`src/rtl/msi_pkg.sv`:
```
// rtl/msi_pkg.sv - MSI state encodings and write-back FSM states
package msi_pkg;

  typedef logic [1:0] msi_state_t;

  localparam msi_state_t MSI_INVALID  = 2'b00;
  localparam msi_state_t MSI_MODIFIED = 2'b01;
  localparam msi_state_t MSI_SHARED   = 2'b10;

  typedef enum logic [1:0] {
    WB_IDLE,
    WB_READ,
    WB_WRITE,
    WB_COMMIT
  } wb_state_t;

endpackage

```
`src/rtl/msi_wb_word_sequencer.sv`:
```
// rtl/msi_wb_word_sequencer.sv - word index, read/write alternation and last flag
module msi_wb_word_sequencer
  import msi_pkg::*;
#(
  parameter int DATA_W      = 32,
  parameter int BLOCK_WORDS = 4,
  parameter int IDX_W       = $clog2(BLOCK_WORDS)
) (
  input  logic              clk,
  input  logic              rst_n,
  input  wb_state_t         state,
  input  logic              mem_wr_ready,
  input  logic [DATA_W-1:0] line_rd_data,
  output logic [IDX_W-1:0]  idx,
  output logic [DATA_W-1:0] wr_data,
  output logic              wr_last,
  output wb_state_t         burst_next
);

  logic [IDX_W-1:0]  idx_q;
  logic [DATA_W-1:0] data_q;
  logic              first_q;
  logic              last_word;

  assign last_word = (idx_q == IDX_W'(BLOCK_WORDS - 1));

  always_ff @(posedge clk or negedge rst_n) begin
    if (!rst_n) begin
      idx_q   <= '0;
      data_q  <= '0;
      first_q <= 1'b0;
    end else begin
      first_q <= (state == WB_READ);
      if (first_q) data_q <= line_rd_data;
      if (state == WB_COMMIT) idx_q <= '0;
      else if (state == WB_WRITE && mem_wr_ready && !last_word) idx_q <= idx_q + IDX_W'(1);
    end
  end

  // Read data arrives on the first WRITE cycle; present it directly, then hold the copy.
  assign wr_data = first_q ? line_rd_data : data_q;
  assign wr_last = (state == WB_WRITE) && last_word;
  assign idx     = idx_q;

  always_comb begin
    burst_next = state;
    case (state)
      WB_READ:  burst_next = WB_WRITE;
      WB_WRITE: if (mem_wr_ready) burst_next = last_word ? WB_COMMIT : WB_READ;
      default:  burst_next = state;
    endcase
  end

endmodule

```
`src/rtl/msi_snoop_writeback_unit.sv`:
```
// rtl/msi_snoop_writeback_unit.sv - snoop write-back sequencer and MSI state commit
// Optional stall timeout enabled by MSI_WB_TIMEOUT_EN.
module msi_snoop_writeback_unit
  import msi_pkg::*;
#(
  parameter int ADDR_W         = 32,
  parameter int DATA_W         = 32,
  parameter int BLOCK_WORDS    = 4,
  parameter int TIMEOUT_CYCLES = 64,
  localparam int IDX_W         = $clog2(BLOCK_WORDS)
) (
  input  logic              clk,
  input  logic              rst_n,
  input  logic              snoop_valid,
  output logic              snoop_ready,
  input  logic [ADDR_W-1:0] snoop_addr,
  input  msi_state_t        state_next,
  input  logic              write_back_block,
  input  logic              abort_mem_access,
  output logic              line_rd_en,
  output logic [IDX_W-1:0]  line_rd_word,
  input  logic [DATA_W-1:0] line_rd_data,
  output logic              mem_abort,
  output logic              mem_wr_valid,
  input  logic              mem_wr_ready,
  output logic [ADDR_W-1:0] mem_wr_addr,
  output logic [DATA_W-1:0] mem_wr_data,
  output logic              mem_wr_last,
  output logic              state_wr_en,
  output logic [ADDR_W-1:0] state_wr_addr,
  output msi_state_t        state_wr_val,
  output logic              wb_done
`ifdef MSI_WB_TIMEOUT_EN
  ,
  output logic              wb_timeout
`endif
);

  wb_state_t         state_q, burst_next;
  logic [ADDR_W-1:0] base_q;
  msi_state_t        st_q;
  logic              snoop_ready_q, line_rd_en_q, mem_abort_q, mem_wr_valid_q;
  logic              state_wr_en_q, wb_done_q, timeout_hit;
  logic [IDX_W-1:0]  idx;

  msi_wb_word_sequencer #(
    .DATA_W      (DATA_W),
    .BLOCK_WORDS (BLOCK_WORDS),
    .IDX_W       (IDX_W)
  ) u_seq (
    .clk          (clk),
    .rst_n        (rst_n),
    .state        (state_q),
    .mem_wr_ready (mem_wr_ready),
    .line_rd_data (line_rd_data),
    .idx          (idx),
    .wr_data      (mem_wr_data),
    .wr_last      (mem_wr_last),
    .burst_next   (burst_next)
  );

`ifdef MSI_WB_TIMEOUT_EN
  localparam int CNT_W = $clog2(TIMEOUT_CYCLES + 1);
  logic [CNT_W-1:0] stall_q;
  logic             timeout_q;

  assign timeout_hit = (state_q == WB_WRITE) && !mem_wr_ready &&
                       (stall_q == CNT_W'(TIMEOUT_CYCLES - 1));
  assign wb_timeout  = timeout_q;

  always_ff @(posedge clk or negedge rst_n) begin
    if (!rst_n) begin
      stall_q   <= '0;
      timeout_q <= 1'b0;
    end else begin
      if (state_q == WB_WRITE && !mem_wr_ready && !timeout_hit) stall_q <= stall_q + CNT_W'(1);
      else stall_q <= '0;
      if (state_q == WB_IDLE && snoop_valid) timeout_q <= 1'b0;
      else if (timeout_hit) timeout_q <= 1'b1;
    end
  end
`else
  assign timeout_hit = (TIMEOUT_CYCLES < 0);
`endif

  always_ff @(posedge clk or negedge rst_n) begin
    if (!rst_n) begin
      state_q        <= WB_IDLE;
      base_q         <= '0;
      st_q           <= MSI_INVALID;
      snoop_ready_q  <= 1'b1;
      line_rd_en_q   <= 1'b0;
      mem_abort_q    <= 1'b0;
      mem_wr_valid_q <= 1'b0;
      state_wr_en_q  <= 1'b0;
      wb_done_q      <= 1'b0;
    end else begin
      line_rd_en_q  <= 1'b0;
      mem_abort_q   <= 1'b0;
      state_wr_en_q <= 1'b0;
      wb_done_q     <= 1'b0;
      case (state_q)
        WB_IDLE: if (snoop_valid) begin
          base_q        <= snoop_addr & ~ADDR_W'(BLOCK_WORDS - 1);
          st_q          <= state_next;
          mem_abort_q   <= abort_mem_access;
          snoop_ready_q <= 1'b0;
          if (write_back_block) begin
            state_q      <= WB_READ;
            line_rd_en_q <= 1'b1;
          end else begin
            state_q       <= WB_COMMIT;
            state_wr_en_q <= 1'b1;
          end
        end
        WB_READ, WB_WRITE: begin
          if (timeout_hit) begin
            state_q        <= WB_COMMIT;
            mem_wr_valid_q <= 1'b0;
            state_wr_en_q  <= 1'b1;
          end else begin
            state_q        <= burst_next;
            line_rd_en_q   <= (burst_next == WB_READ);
            mem_wr_valid_q <= (burst_next == WB_WRITE);
            state_wr_en_q  <= (burst_next == WB_COMMIT);
            wb_done_q      <= (burst_next == WB_COMMIT);
          end
        end
        WB_COMMIT: begin
          state_q       <= WB_IDLE;
          snoop_ready_q <= 1'b1;
        end
        default: state_q <= WB_IDLE;
      endcase
    end
  end

  assign snoop_ready   = snoop_ready_q;
  assign line_rd_en    = line_rd_en_q;
  assign line_rd_word  = idx;
  assign mem_abort     = mem_abort_q;
  assign mem_wr_valid  = mem_wr_valid_q;
  assign mem_wr_addr   = base_q | ADDR_W'(idx);
  assign state_wr_en   = state_wr_en_q;
  assign state_wr_addr = base_q;
  assign state_wr_val  = st_q;
  assign wb_done       = wb_done_q;

endmodule
```
`config.mk`:
```
export PLATFORM = sky130hd
export DESIGN_NAME = msi_snoop_writeback_unit
export DESIGN_NICKNAME = d
export VERILOG_FILES = /design/src/rtl/msi_pkg.sv /design/src/rtl/msi_wb_word_sequencer.sv /design/src/rtl/msi_snoop_writeback_unit.sv
export SDC_FILE = /design/constraint.sdc
export NUM_CORES = 1
export LEC_CHECK = 0
export ABC_AREA = 1
export BUFFER_PORTS_ARGS = -buffer_cell sky130_fd_sc_hd__buf_2
export CAP_MARGIN = 0
export CORE_MARGIN = 5
export CORE_UTILIZATION = 46
export DETAILED_ROUTE_END_ITERATION = 10
export PLACE_DENSITY_LB_ADDON = 0.15
export SETUP_SLACK_MARGIN = 0.05
export SLEW_MARGIN = 20
export SYNTH_ARGS = -nofsm -noshare
export SYNTH_HDL_FRONTEND = slang
export SYNTH_HIERARCHICAL = 1
export SYNTH_SLANG_ARGS = --single-unit
```
`constraint.sdc`:
```
create_clock -name clk -period 1.9 [get_ports clk]
set_clock_uncertainty 0.2 [all_clocks]
set_input_delay 0.38 -clock clk [delete_from_list [all_inputs] [get_ports clk]]
set_output_delay 0.38 -clock clk [all_outputs]
set_load 0.005 [all_outputs]
```
==> impl_metrics.env, run 1 <==
export IMPL_grtUsageTotal_pct=17.2
export IMPL_ios=179
export IMPL_grt_pass1_wl_um=13500
export IMPL_yosys_top_cells_area="dfrtp_1 51%, mux2_4 12%, nand2_1 8.3%"
export IMPL_finalCriticalPeriod_ps=2010
export IMPL_top_layer_used="met4"
export IMPL_dieArea_mm2=0.00978
export IMPL_synth_most_common_cell="nand2_1"
export IMPL_cp_end_kind="output pin"
export IMPL_met3_length_um=479
export IMPL_antenna_cells=0
export IMPL_cts_tree="yes"
export IMPL_drv_cap=0
export IMPL_route_final_wire_length_um=8370
export IMPL_die_width_um=98.9
export IMPL_synth_commonest_cells="80 x nand2_1, 74 x dfrtp_1, 39 x nand3_1"
export IMPL_critPathMaxFanout=15
export IMPL_hold_violations=0
export IMPL_path_class="register to output pin"
export IMPL_slew_violations=0
export IMPL_synth_edf_count=0
export IMPL_synth_async_reset_ratio_pct=100
export IMPL_fp_dieH_um=98.9
export IMPL_nFillCells=669
export IMPL_clk_latency_ps=340
export IMPL_cts_buffer_depth=2
export IMPL_path_cells="buf_12 -> mux2_4 -> buf_6"
export IMPL_ys_warnings_count=6
export IMPL_antenna_found_initial=0
export IMPL_hpwl_um=6180
export IMPL_grt_max_degree=46
export IMPL_fin_cells=585
export IMPL_whs_ps=53.9
export IMPL_yosysTopAreaCell="dfrtp_1"
export IMPL_cts_root_buf="clkbuf_8"
export IMPL_holdCritPathClass="input pin to register"
export IMPL_seq_area_mm2=0.00188
export IMPL_dr_wl_met2_um=4490
export IMPL_p_leak_nw=2.70
export IMPL_syn_area_mm2=0.00363
export IMPL_rsz0062_at_grt="yes"
export IMPL_fmax_ghz=0.497
export IMPL_status="finished with violations"
export IMPL_cp_required_ps=1320
export IMPL_antenna_left=0
export IMPL_post_drt_wl_per_cell_um=14.3
export IMPL_cts_buffers=9
export IMPL_port_buffers=174
export IMPL_fin_nets=559
export IMPL_drt_initial_drc_count=58
export IMPL_synth_cell_types=20
export IMPL_htree_levels=3
export IMPL_ys_ff_latch=75
export IMPL_drive_above_1_share_pct=53.0
export IMPL_gp_congestion=0.764
export IMPL_grt_overflow=0
export IMPL_firstDrtPassIters=4
export IMPL_ys_seq_area_share_pct=51.7
export IMPL_synth_avg_cell_area_um2=11.2
export IMPL_core_mm2=0.00773
export IMPL_viasPerCell=4.51
export IMPL_synth_top_area_share_pct=51.0
export IMPL_synthToLayoutAreaGrowth_pct=32.7
export IMPL_rows=32
export IMPL_start_util_pct=47.0
export IMPL_drc=0
export IMPL_violations="setup timing"
export IMPL_fin_crit_sh_pct=106
export IMPL_crit_path_top_delay_cell="dfrtp_2"
export IMPL_syn_inst=324
export IMPL_clock_sinks=75
export IMPL_ir_drop_mv=0.737
export IMPL_multi_input_area_mm2=0.00126
export IMPL_max_stage_delay_ps=450
export IMPL_grt_pass1_vias=2707
export IMPL_critPathArrivalTime_ps=1430
export IMPL_start_kind="register"
export IMPL_finalSetupViolations=31
export IMPL_fin_ws_ps=-112
export IMPL_synth_ff_type="dfrtp_1"
export IMPL_place_inst=563
export IMPL_cellPowerDensity_mw_per_mm2=1790
export IMPL_cts_clk_slew_worst_paths_ps=70
export IMPL_met1_length_um=3290
export IMPL_vias=2637
layer usage:
layer  vias up  global-route usage, %
met5         -                      0
met4         0                   6.51
met3        10                   3.89
met2        82                   29.9
met1      1245                   20.8
li1       1300                      -
path summary, 6_finish.rpt:
kind / depth (start not counted) / to / slack [ps] / from
worst max-delay path: 3 / mem_wr_data[17] / -110 / u_seq/first_q$_DFF_PN0_
worst max register to register: 9 / state_q[0]$_DFFE_PN0P_ / 150 / state_q[1]$_DFFE_PN0P_
max in group asynchronous: 3 / state_wr_addr[18]$_DFFE_PN0P_ / 780 / rst_n
min in group asynchronous: 2 / u_seq/idx[0]$_DFFE_PN0P_ / 230 / rst_n
worst min-delay path: 3 / mem_abort$_DFF_PN0_ / 50 / abort_mem_access
worst min register to register: 2 / snoop_ready$_DFFE_PN1P_ / 280 / snoop_ready$_DFFE_PN1P_
power by group:
part | leakage [nW] | internal [mW] | switching, mW
Sequential | 0.912 | 2.36 | 0.404
Clock | 0.112 | 0.816 | 0.586
Combinational | 1.67 | 2.51 | 1.94
Total | 2.70 | 5.69 | 2.93
critical path: cells and delay by family, from the launching register on:
family,cells,cell delay [ps]
buf+inv,2,320
flops,1,450
mux,1,330
layout by cell type, fill, tap and decap left out:
| cell type | count |
|---|---|
| mux2_4 | 32 |
| inv_6 | 1 |
| buf_4 | 12 |
| o21ai_0 | 2 |
| nand2_2 | 7 |
| ha_4 | 2 |
| clkinvlp_4 | 2 |
| nand3_1 | 39 |
| dfrtp_2 | 2 |
| nor2_1 | 8 |
| inv_1 | 15 |
| clkbuf_8 | 11 |
| ha_1 | 6 |
| buf_6 | 34 |
| bufinv_16 | 2 |
| conb_1 | 2 |
| inv_2 | 2 |
| nand2_1 | 79 |
| a21oi_2 | 1 |
| dfrtp_1 | 72 |
| dfstp_2 | 1 |
| buf_2 | 141 |
| a21oi_4 | 1 |
| o22ai_1 | 1 |
| nand2_8 | 1 |
| dlygate4sd3_1 | 1 |
| buf_12 | 3 |
| ha_2 | 1 |
| a21oi_1 | 2 |
flip-flops by register name, indices dropped and copies added, names as in the netlist:
name / flops
state_wr_val: 2
snoop_ready: 1
mem_wr_valid: 1
state_wr_addr: 30
mem_abort: 1
state_q: 2
u_seq/first_q: 1
u_seq/data_q: 32
line_rd_en: 1
u_seq/idx: 2
state_wr_en: 1
wb_done: 1
kinds of logic (layout without fill, tap and decap cells):
kind of cell / Yosys count / count (layout) / share of synthesized area [%]
and+or+nand+nor: 134 / 134 / 15.8
AOI/OAI and AO/OA: 7 / 7 / 0.999
DFF: 75 / 75 / 51.7
muxes: 32 / 32 / 13.0
buffers and inverters: 66 / 224 / 15.3
other: 1 / 2 / 0.103
adders and majority gates: 9 / 9 / 3.10
cell type report:
cell class | instances | share of cell area (%)
Clock buffer | 11 | 3.14
Tap cell | 102 | 2.65
Timing Repair Buffer | 191 | 25.9
Clock inverter | 5 | 1.74
Inverter | 17 | 1.32
Multi-Input combinational cell | 184 | 26.2
Sequential cell | 75 | 39.0
repair_timing:
action	CTS	global route
pin swaps	0	2
endpoints found under the setup margin	32	70
hold buffers	1	0
buffers inserted	2	3
endpoints found under the hold margin	75	0
gates cloned	0	0
resized for setup	29	19
through the flow:
step	TNS, ps	util [%]	setup slack (ps)	total power [mW]	instance area, µm²
floorplan	0	-	218	5.43	3640
global placement	0	55.2	232	6.37	4270
detailed placement	0	55.2	181	6.49	4270
CTS	-3480	60.8	-132	8.42	4700
global route	-4760	62.4	-178	9.26	4820
finish	-2800	62.4	-112	8.62	4820
No activity file was read; power rests on OpenSTA's default activity.
==> run 2: changes to the inputs <==
--- a/config.mk
+++ b/config.mk
@@ -12,6 +12,7 @@
 export CORE_UTILIZATION = 46
 export DETAILED_ROUTE_END_ITERATION = 10
 export PLACE_DENSITY_LB_ADDON = 0.15
+export RECOVER_POWER = 100
 export SETUP_SLACK_MARGIN = 0.05
 export SLEW_MARGIN = 20
 export SYNTH_ARGS = -nofsm -noshare
==> run 2 against run 1 <==
The run still ends with setup timing left. Global-route usage unchanged. Cell count is the same. Clock-buffer cell count is the same. Sequential share of layout area rose by 0.46 points. Utilization decreased by 0.76 points. Sequential power hardly changed. Design area is 1.2% lower. Die area unchanged. Combinational power fell by 2%. Worst hold slack gained 0.97 ps. Critical endpoint is now mem_wr_data[20].
==> impl_metrics.env, run 2 (same netlist as run 1, synthesis figures left out) <==
export IMPL_max_stage_delay_ps=450
export IMPL_antenna_found_initial=0
export IMPL_die_width_um=98.9
export IMPL_whs_ps=54.8
export IMPL_synthToLayoutAreaGrowth_pct=31.1
export IMPL_viasPerCell=4.49
export IMPL_hold_violations=0
export IMPL_finish_utilization_pct=61.6
export IMPL_port_buffers=174
export IMPL_min_to="mem_abort$_DFF_PN0_"
export IMPL_cp_required_ps=1320
export IMPL_crit_path_top_delay_cell="dfrtp_2"
export IMPL_finalCriticalPeriod_ps=2010
export IMPL_start_kind="register"
export IMPL_largest_reg_flops=32
export IMPL_cp_end_kind="output pin"
export IMPL_cts_buffers=9
export IMPL_ir_drop_mv=0.735
export IMPL_nFillCells=694
export IMPL_vias=2628
export IMPL_violations="setup timing"
export IMPL_hpwl_um=6180
export IMPL_drt_initial_drc_count=57
export IMPL_fp_dieH_um=98.9
export IMPL_antenna_cells=0
export IMPL_cts_root_buf="clkbuf_8"
export IMPL_fmax_ghz=0.497
export IMPL_finalSetupViolations=33
export IMPL_ios=179
export IMPL_fin_ws_ps=-114
export IMPL_r2r_end="state_q[1]$_DFFE_PN0P_"
export IMPL_whs_path_depth=3
export IMPL_fin_nets=559
export IMPL_reg2reg_slack_ps=-20
export IMPL_fin_crit_sh_pct=106
export IMPL_firstDrtPassIters=4
export IMPL_critPathMaxFanout=15
export IMPL_critPathArrivalTime_ps=1430
export IMPL_mostFrequentLayoutCells="111 x buf_2, 79 x nand2_1, 73 x dfrtp_1"
export IMPL_status="finished with violations"
export IMPL_cts_buffer_depth=2
export IMPL_placed_area_mm2=0.00427
export IMPL_gp_congestion=0.764
export IMPL_ff2ff_path_depth=9
export IMPL_grt_max_degree=46
export IMPL_rows=32
export IMPL_clock_sinks=75
export IMPL_relSlewSlack_pct=49.4
export IMPL_path_class="register to output pin"
export IMPL_grt_pass1_vias=2707
export IMPL_p_leak_nw=2.58
export IMPL_grtUsageTotal_pct=17.2
export IMPL_dieArea_mm2=0.00978
export IMPL_slew_violations=0
export IMPL_drive_above_1_share_pct=45.8
export IMPL_htree_levels=3
export IMPL_start_util_pct=47.0
export IMPL_holdCritPathClass="input pin to register"
export IMPL_antenna_left=0
export IMPL_power_mw=8.53
export IMPL_cts_tree="yes"
export IMPL_cellPowerDensity_mw_per_mm2=1790
export IMPL_clk_latency_ps=330
export IMPL_path_cells="buf_12 -> mux2_4 -> buf_6"
export IMPL_worstHoldStart="abort_mem_access"
export IMPL_worstMarginPinSlew_ps=759
export IMPL_fin_area_mm2=0.00476
export IMPL_route_final_wire_length_um=8390
export IMPL_largest_register="u_seq/data_q"
export IMPL_cts_clk_slew_worst_paths_ps=70
export IMPL_core_mm2=0.00773
export IMPL_final_common_cell="buf_2"
export IMPL_post_drt_wl_per_cell_um=14.3
export IMPL_r2r_start="state_q[1]$_DFFE_PN0P_"
export IMPL_drv_cap=0
export IMPL_rsz0062_at_grt="yes"
export IMPL_drc=0
export IMPL_grt_pass1_wl_um=13500
export IMPL_grt_overflow=0
## run 2: how the worst max path moves through the flow
| stage | start | endpoint | slack, ps |
|---|---|---|---|
| floorplan | state_q[0]$_DFFE_PN0P_ | state_wr_en$_DFF_PN0_ | 220 |
| global placement | state_q[0]$_DFFE_PN0P_ | line_rd_en$_DFF_PN0_ | 230 |
| detailed placement | state_q[0]$_DFFE_PN0P_ | state_wr_en$_DFF_PN0_ | 180 |
| CTS | u_seq/first_q$_DFF_PN0_ | mem_wr_data[29] | -130 |
| global route | u_seq/first_q$_DFF_PN0_ | mem_wr_data[20] | -180 |
| finish | u_seq/first_q$_DFF_PN0_ | mem_wr_data[20] | -110 |
## run 2: per-layer routing
metal	part of all wire, %	wire (µm)	vias up	GRT usage [%]
met5	0	0	-	0
met4	1.3	112	0	6.51
met3	5.6	472	10	3.89
met2	53	4480	81	29.9
met1	40	3320	1236	20.8
li1	-	-	1301	-
## run 2: metrics by stage
| stage | std cells | TNS (ps) | setup WS (ps) |
|---|---|---|---|
| after floorplan | 325 | 0 | 218 |
| after global placement | 563 | 0 | 232 |
| after detailed placement | 563 | 0 | 181 |
| after CTS | 582 | -3480 | -132 |
| after global routing | 585 | -5340 | -178 |
| final | 585 | -2860 | -114 |
## run 2: final cells by class
type	instances	area, µm²	share of cell area (%)
Clock buffer	11	151	3.18
Clock inverter	5	83.8	1.76
Inverter	17	63.8	1.34
Multi-Input combinational cell	184	1260	26.6
Sequential cell	75	1880	39.5
Tap cell	102	128	2.68
Timing Repair Buffer	191	1190	25.0
## run 2: repair_timing
action | in CTS | in global routing
gates resized for setup | 29 | 19
endpoints found under the hold margin | 75 | 0
gates cloned | 0 | 0
hold buffers | 1 | 0
buffers inserted | 2 | 3
pin swaps | 0 | 2
setup endpoints to repair | 32 | 70
## run 2: report_power, final
part / total, mW / leakage, nW / internal [mW] / switching (mW)
registers: 2.77 / 0.913 / 2.36 / 0.413
logic: 4.36 / 1.56 / 2.42 / 1.94
clock network: 1.40 / 0.112 / 0.816 / 0.584
## run 2: worst max-delay path: cells and delay by family, from the launching register on
family,cells,cell delay (ps)
mux,1,330
buf+inv,2,320
flops,1,450
==> run 3: changes to the inputs <==
--- a/config.mk
+++ b/config.mk
@@ -8,7 +8,7 @@
 export ABC_AREA = 1
 export BUFFER_PORTS_ARGS = -buffer_cell sky130_fd_sc_hd__buf_2
 export CAP_MARGIN = 0
-export CORE_MARGIN = 5
+export CORE_MARGIN = 4
 export CORE_UTILIZATION = 46
 export DETAILED_ROUTE_END_ITERATION = 10
 export PLACE_DENSITY_LB_ADDON = 0.15
==> run 3 against run 2 <==
The run still ends with setup timing left. Clock power fell by 4%. Clock-buffer cell count up 1. Global-route usage up 0.29 points. Flip-flop and latch count stayed put. Register-to-register slack better by 200 ps. Combinational power is 1% lower. Via count is 5.1% higher. Non-clock buffer count increased by 1. Critical path depth is the same. First-iteration DRC count increased by 40%. Largest power group unchanged.
==> impl_metrics.env, run 3 (same netlist as run 1, synthesis figures left out) <==
export IMPL_slew_violations=0
export IMPL_firstDrtPassIters=4
export IMPL_clockPowerShare_pct=16.1
export IMPL_crit_path_top_delay_cell="dfrtp_2"
export IMPL_clock_sinks=75
export IMPL_finalSetupViolations=32
export IMPL_seq_area_mm2=0.00188
export IMPL_start_kind="register"
export IMPL_cp_required_ps=1320
export IMPL_route_final_wire_length_um=8490
export IMPL_p_switching_mw=2.90
export IMPL_antenna_left=0
export IMPL_drc=0
export IMPL_core_mm2=0.00769
export IMPL_mostFrequentLayoutCells="148 x buf_2, 78 x nand2_1, 73 x dfrtp_1"
export IMPL_rsz0062_at_grt="yes"
export IMPL_fp_dieH_um=96.9
export IMPL_rows=32
export IMPL_vias=2762
export IMPL_finalCriticalPeriod_ps=2020
export IMPL_path_class="register to output pin"
export IMPL_largest_reg_flops=32
export IMPL_fin_nets=560
export IMPL_final_common_cell="buf_2"
export IMPL_grt_max_degree=47
export IMPL_htree_levels=3
export IMPL_worstHoldStart="abort_mem_access"
export IMPL_grtUsageTotal_pct=17.5
export IMPL_hpwl_um=5950
export IMPL_cts_root_buf="clkbuf_8"
export IMPL_start_util_pct=47.3
export IMPL_ios=179
export IMPL_cp_end_kind="output pin"
export IMPL_viasPerCell=4.71
export IMPL_post_drt_wl_per_cell_um=14.5
export IMPL_gp_congestion=0.776
export IMPL_grt_pass1_wl_um=13300
export IMPL_whs_ps=50.7
export IMPL_critPathTopFamily="flip-flops"
export IMPL_drive_above_1_share_pct=53.5
export IMPL_worstMarginPinSlew_ps=764
export IMPL_hold_violations=0
export IMPL_clk_latency_ps=340
export IMPL_port_buffers=174
export IMPL_cts_tree="yes"
export IMPL_largest_register="u_seq/data_q"
export IMPL_pwr_share_seq_pct=32.9
export IMPL_multi_input_area_mm2=0.00127
export IMPL_cellPowerDensity_mw_per_mm2=1770
export IMPL_drt_initial_drc_count=80
export IMPL_dieArea_mm2=0.00938
export IMPL_cts_buffer_depth=2
export IMPL_antenna_cells=0
export IMPL_p_int_mw=5.51
export IMPL_comb_power_share_pct=51.1
export IMPL_holdCritPathClass="input pin to register"
export IMPL_power_mw=8.41
export IMPL_fin_ws_ps=-119
export IMPL_critPathMaxFanout=7
export IMPL_drv_cap=0
export IMPL_crit_buf_inv=2
export IMPL_status="finished with violations"
export IMPL_fmax_ghz=0.495
export IMPL_fin_crit_sh_pct=106
export IMPL_tns_ps=-3110
export IMPL_antenna_found_initial=0
export IMPL_cts_clk_slew_worst_paths_ps=70
export IMPL_ir_drop_mv=0.723
export IMPL_violations="setup timing"
export IMPL_cts_buffers=9
export IMPL_grt_overflow=0
export IMPL_swShare_pct=34.5
export IMPL_relSlewSlack_pct=49.1
export IMPL_r2r_start="state_q[0]$_DFFE_PN0P_"
export IMPL_nFillCells=669
export IMPL_die_width_um=96.9
export IMPL_grt_pass1_vias=2630
export IMPL_critPathArrivalTime_ps=1440
export IMPL_crit_path_start="u_seq/first_q$_DFF_PN0_"
export IMPL_max_stage_delay_ps=440
export IMPL_p_leak_nw=2.69
export IMPL_synthToLayoutAreaGrowth_pct=30.8
export IMPL_path_cells="buf_4 -> mux2_4 -> buf_2"
## run 3: changes by cell type in the layout (fill, tap and decap cells not counted), moves of 4 or more
cell      change
buf_2        +37
clkbuf_1     -30
buf_6         -9
buf_4         +4
## run 3: per-stage QoR
stage          cells  setup slack [ps]  cell area [µm²]  utilization (%)
6_report         586              -119             4750             61.8
5_1_grt          586              -175             4750             61.8
4_1_cts          581              -140             4660             60.7
3_5_place_dp     562               195             4260             55.4
3_3_place_gp     562               220             4260             55.4
2_1_floorplan    325               218             3640                -
## run 3: final timing paths
kind / endpoint / slack [ps] / cells after the start
max: mem_wr_data[28] / -120 / 3
min: mem_abort$_DFF_PN0_ / 50 / 3
max in group asynchronous: mem_wr_valid$_DFFE_PN0N_ / 450 / 3
min in group asynchronous: state_wr_addr[22]$_DFFE_PN0P_ / 530 / 3
min reg2reg: snoop_ready$_DFFE_PN1P_ / 270 / 2
max reg2reg: state_wr_en$_DFF_PN0_ / 180 / 6
## run 3: layout make-up
| cell class | instances | area share, % |
|---|---|---|
| Sequential cell | 75 | 39.6 |
| Multi-Input combinational cell | 184 | 26.7 |
| Timing Repair Buffer | 192 | 25.2 |
| Clock buffer | 12 | 3.06 |
| Tap cell | 102 | 2.69 |
| Clock inverter | 4 | 1.55 |
| Inverter | 17 | 1.34 |
## run 3: worst reg2reg max path, cell delays in order, from the launching register on
cell and delay, ps:
dfrtp_1 400, buf_4 170, inv_1 80, ha_1 250, buf_4 270, nand3_1 140, a21oi_2 150
## run 3: timing repair
action	in CTS	in global routing
hold endpoints to repair	74	0
setup endpoints to repair	33	39
gates resized for setup	26	18
setup buffers	2	4
gates cloned	0	1
pin swaps	0	5
hold buffers	1	0
## run 3: routing by layer
layer  share of wire [%]  GRT usage (%)  wire, µm
met1                  40           21.1      3390
met2                  53           29.9      4470
met3                 5.5           4.33       467
met4                 2.0           7.13       168
met5                   0              0         0
## run 3: power groups by stage
stage / combinational [mW] / sequential (mW) / clock [mW]
floorplan: 2.65 / 2.78 / 0
global placement: 3.56 / 2.74 / 0
detailed placement: 3.61 / 2.78 / 0
CTS: 4.08 / 2.75 / 1.39
global route: 4.72 / 2.85 / 1.46
finish: 4.30 / 2.76 / 1.35
